==> config.mk <==
export PLATFORM = sky130hd
export DESIGN_NAME = icache_axi_refill
export DESIGN_NICKNAME = d
export VERILOG_FILES = /design/src/rtl/icache_axi_refill.sv
export SDC_FILE = /design/constraint.sdc
export NUM_CORES = 1
export LEC_CHECK = 0
export BUFFER_PORTS_ARGS = -buffer_cell sky130_fd_sc_hd__buf_2
export CORE_AREA = 2 2 168 170
export CTS_BUF_LIST = sky130_fd_sc_hd__clkbuf_16
export CTS_CLUSTER_DIAMETER = 120
export CTS_CLUSTER_SIZE = 12
export DETAILED_ROUTE_END_ITERATION = 7
export DIE_AREA = 0 0 170 172
export GPL_TIMING_DRIVEN = 0
export PLACE_DENSITY = 0.75
export SLEW_MARGIN = 20
export SYNTH_ARGS = -nofsm -noshare
export SYNTH_HDL_FRONTEND = slang
export SYNTH_SLANG_ARGS = --single-unit
export TNS_END_PERCENT = 20
==> constraint.sdc <==
create_clock -name aclk -period 2.4 [get_ports aclk]
set_clock_uncertainty 0.05 [all_clocks]
set_input_delay 0.36 -clock aclk [delete_from_list [all_inputs] [get_ports aclk]]
set_output_delay 0.36 -clock aclk [all_outputs]
set_load 0.005 [all_outputs]
==> src/rtl/icache_axi_refill.sv <==
// I-cache line-refill responder: one 256-bit line fetched as an 8-beat 32-bit AXI read burst.
// Optional critical-word-first wrap burst enabled by ICACHE_REFILL_CRITICAL_WORD_FIRST_EN.
module icache_axi_refill #(
  parameter logic [3:0] AR_ID = 4'd0
) (
  input  logic         aclk,
  input  logic         aresetn,
  input  logic         rd_req,
  input  logic [31:0]  rd_addr,
  output logic         ret_valid,
  output logic [255:0] ret_data,
  output logic         busy,
  output logic [3:0]   arid,
  output logic [31:0]  araddr,
  output logic [7:0]   arlen,
  output logic [2:0]   arsize,
  output logic [1:0]   arburst,
  output logic         arvalid,
  input  logic         arready,
  input  logic [31:0]  rdata,
  input  logic [1:0]   rresp,
  input  logic         rlast,
  input  logic         rvalid,
  output logic         rready
);

  typedef enum logic [1:0] {IDLE, AR, R, DONE} state_t;

  state_t         state;
  logic [31:0]    req_addr;
  logic [2:0]     cnt;
  logic [255:0]   line_buf;
  logic [2:0]     start_word;
  logic [2:0]     word_idx;
  logic [7:0]     bit_off;
  logic [31:0]    burst_addr;
  logic [1:0]     burst_type;
  logic           unused_in;

`ifdef ICACHE_REFILL_CRITICAL_WORD_FIRST_EN
  assign start_word = req_addr[4:2];
  assign burst_addr = {req_addr[31:2], 2'b00};
  assign burst_type = 2'b10;
  assign unused_in  = ^{rresp, rlast, req_addr[1:0]};
`else
  assign start_word = 3'd0;
  assign burst_addr = {req_addr[31:5], 5'b0};
  assign burst_type = 2'b01;
  assign unused_in  = ^{rresp, rlast, req_addr[4:0]};
`endif

  always_comb begin
    word_idx = start_word + cnt;
    bit_off  = {word_idx, 5'b0};
  end

  // Address-channel fields are decodes of registered state and req_addr, so they are
  // zero outside AR and cannot change while arvalid is high.
  assign arid     = AR_ID;
  assign arlen    = (state == AR) ? 8'd7       : '0;
  assign arsize   = (state == AR) ? 3'b010     : '0;
  assign araddr   = (state == AR) ? burst_addr : '0;
  assign arburst  = (state == AR) ? burst_type : '0;
  assign ret_data = line_buf;

  always_ff @(posedge aclk or negedge aresetn) begin
    if (!aresetn) begin
      state     <= IDLE;
      cnt       <= '0;
      req_addr  <= '0;
      line_buf  <= '0;
      arvalid   <= 1'b0;
      rready    <= 1'b0;
      busy      <= 1'b0;
      ret_valid <= 1'b0;
    end else begin
      case (state)
        IDLE: begin
          if (rd_req) begin
            req_addr <= rd_addr;
            cnt      <= '0;
            state    <= AR;
            arvalid  <= 1'b1;
            busy     <= 1'b1;
          end
        end
        AR: begin
          if (arvalid && arready) begin
            state   <= R;
            arvalid <= 1'b0;
            rready  <= 1'b1;
          end
        end
        R: begin
          // Completion is counted by beats only; rlast and rresp are not consulted.
          if (rvalid && rready) begin
            line_buf[bit_off +: 32] <= rdata;
            cnt                     <= cnt + 3'd1;
            if (cnt == 3'd7) begin
              state     <= DONE;
              rready    <= 1'b0;
              ret_valid <= 1'b1;
            end
          end
        end
        DONE: begin
          state     <= IDLE;
          ret_valid <= 1'b0;
          busy      <= 1'b0;
        end
        default: state <= IDLE;
      endcase
    end
  end

endmodule

==> results.yml <==
floorplan:
  core_region_area_sq_um: 27500
  ioPinCount: 381
  dieWidth_um: 170
  die_h_um: 172
  start_util_pct: 44.1
  die_area_sq_um: 29200
  row_count: 61
power_and_ir_drop:
  report.power.total_mw: 13.1
  irDropWorstVdd_uv: 617
  pwr_density_cell_nw_per_um2: 832
  p_leak_nw: 8.76
yosys:
  synth-seq-area-share_pct: 60.2
  syn_area_per_cell_sq_um: 14.7
  yosysMostFrequentCell: "dfrtp_1"
  yosysWarnings: 0
  synth-adder-area-share_pct: 1.24
  synthSimpleGateAreaFrac_pct: 7.77
  synthArstFlopShare_pct: 100
  ys_types: 33
  synth_compound_area_share_pct: 0.939
  synth_xor_area_share_pct: 0
  synth_top_area_cell: "dfrtp_1"
  ys_top_cells_by_area: "dfrtp_1, mux2_2, and2_1"
  synth-seq-cells: 292
  synth_top_family_by_area: "multiplexers"
  synth_top_area_share_pct: 60.2
  synth_common_cells: "dfrtp_1, mux2_2, and2_1"
  synth_enable_flop_cells: 0
  syn-cell-area_sq_um: 12100
  ys.flop_type: "dfrtp_1"
  syn_inst: 826
  muxShareOfSynthArea_pct: 26.6
clock_network:
  clock_path_buffers: 3
  root_buffer: "clkbuf_16"
  numCtsBuffers: 28
  clkSinkCount: 292
  path_clk_slew_ps: 60
  insertion_delay_ps: 540
  cts_tree: "yes"
  htreeDepth: 1
setup_path:
  path_max_fanout: 10
  critPathLaunch: "cnt[0]$_DFFE_PN0P_"
  critical_path_required_ps: 2770
  arrival_ps: 2690
  r2r_setup_slack_ps: 80
  start_kind: "flop"
  rr_startpoint: "cnt[0]$_DFFE_PN0P_"
  critical_path_class: "flop to flop"
  cp-end-kind: "flop"
grt:
  antenna_found_initial: 0
  grt_pass1_vias: 8727
  track_usage_pct: 22.1
  grt_pass1_wl_mm: 49.8
  grt_max_degree: 96
  gr-total-overflow: 0
routing:
  drtIter0Drc: 269
  vias_per_cell: 5.08
  drc: 0
  vias: 8221
  routed_wl_mm: 32.8
  routedWlPerCell_um: 20.2
  dr.pass1.iters: 4
  ant_nets: 0
run_status:
  status: "completed"
finish:
  nets: 1356
  layout-drive-gt1-share_pct: 59.0
  antenna_cells: 0
  final_cells: 1618
  fin_util_pct: 57.3
  fin_area_sq_um: 15700
  syn2layout_area_growth_pct: 29.8
  fill_cells: 2274
sta:
  whs_ps: 24.0
  rsz0062_at_grt: "no"
  fmax_ghz: 0.432
  timing.final.crit_share_pct: 96.5
  setup_tns_ps: 0
  finalMaxSlewViolations: 0
  finalHoldViolCount: 0
  layout_setup_ws_ps: 84.4
  fin_crit_ps: 2320
  setup_viol: 0
  slew_headroom_pct: 57.9
  worst_slew_pin_slew_ps: 628
worst_hold_path:
  worst_hold_path_type: "input pin to flop"
  hold_start: "rd_addr[27]"
placement:
  place_area_sq_um: 14500
  preCtsSetupSlack_ps: -587
  dp_cells: 1546
  hpwlAfterDp_mm: 22.9
  io_buffers: 355
  gp_congestion: 0.795
run:
  max_cap_viol_count: 0
worst paths after layout:
kind,end,cells after the start
min reg2reg,ret_data[252]$_DFFE_PN0P_,1
max in group asynchronous,req_addr[24]$_DFFE_PN0P_,4
max,ret_data[43]$_DFFE_PN0P_,8
min in group asynchronous,ret_data[73]$_DFFE_PN0P_,2
max reg2reg,ret_data[43]$_DFFE_PN0P_,8
min,req_addr[27]$_DFFE_PN0P_,2
what timing repair did:
action / CTS / global route
gates cloned: 0 / 0
hold buffers: 27 / 0
hold endpoints to repair: 89 / 0
pin swaps: 4 / 1
gates resized for setup: 32 / 9
buffers inserted: 12 / 3
endpoints found under the setup margin: 279 / 197
critical path: stages (launching register included):
cell,delay (ps)
dfrtp_2,360
inv_1,80
ha_1,270
ha_4,360
o31ai_1,160
nor2_2,180
buf_4,170
buf_4,210
mux2_2,360
cell families (layout without fill, tap and decap cells):
group,count (synthesis),after routing
AOI/OAI and AO/OA,16,16
adders and majority gates,12,12
buffers and inverters,68,498
DFF,292,292
muxes,287,287
other,1,17
and+or+nand+nor,150,150
cell usage in the layout, fill, tap and decap left out, types with 2 or more instances in the layout:
| master | instances |
|---|---|
| buf_16 | 3 |
| dlygate4sd3_1 | 27 |
| clkbuf_4 | 3 |
| nand4_1 | 4 |
| buf_4 | 45 |
| dfrtp_2 | 2 |
| conb_1 | 17 |
| inv_1 | 7 |
| nand2_1 | 6 |
| nor3_4 | 4 |
| a21oi_1 | 3 |
| and2_1 | 123 |
| o21ai_0 | 3 |
| nor2_1 | 2 |
| clkbuf_1 | 3 |
| buf_6 | 3 |
| dfrtp_1 | 290 |
| mux2_2 | 275 |
| nor2_2 | 3 |
| clkbuf_16 | 29 |
| ha_4 | 2 |
| ha_1 | 9 |
| mux2i_1 | 3 |
| a21boi_0 | 2 |
| a211oi_1 | 2 |
| buf_2 | 367 |
| clkbuf_2 | 8 |
| mux2_1 | 9 |
metal layers:
metal | global-route usage (%) | wire [um]
met4 | 5.76 | 726
met5 | 0 | 0
met1 | 27.3 | 13400
met2 | 38.7 | 16100
met3 | 5.84 | 2480
final cells by class:
class                           instances  area [sq um]  area share [%]
Sequential cell                       292          7310            46.4
Clock buffer                           29           726            4.61
Buffer                                 61           405            2.58
Multi-Input combinational cell        482          4570            29.0
Inverter                                7          26.3           0.167
Tap cell                              346           433            2.75
Timing Repair Buffer                  400          2260            14.4
Clock inverter                          1          8.76          0.0556
registers in the layout, summed over array words and instances, names as in the netlist:
signal and cells:
ret_data 256, req_addr 27, cnt 3, state 2
arvalid 1, busy 1, ret_valid 1, rready 1
power by group:
part	internal (mW)	total, mW	switching (mW)
clock	2.11	3.87	1.75
combinational	1.69	3.24	1.55
sequential	5.63	5.99	0.362
total	9.42	13.1	3.67
Power figures use the tool's default switching activity.
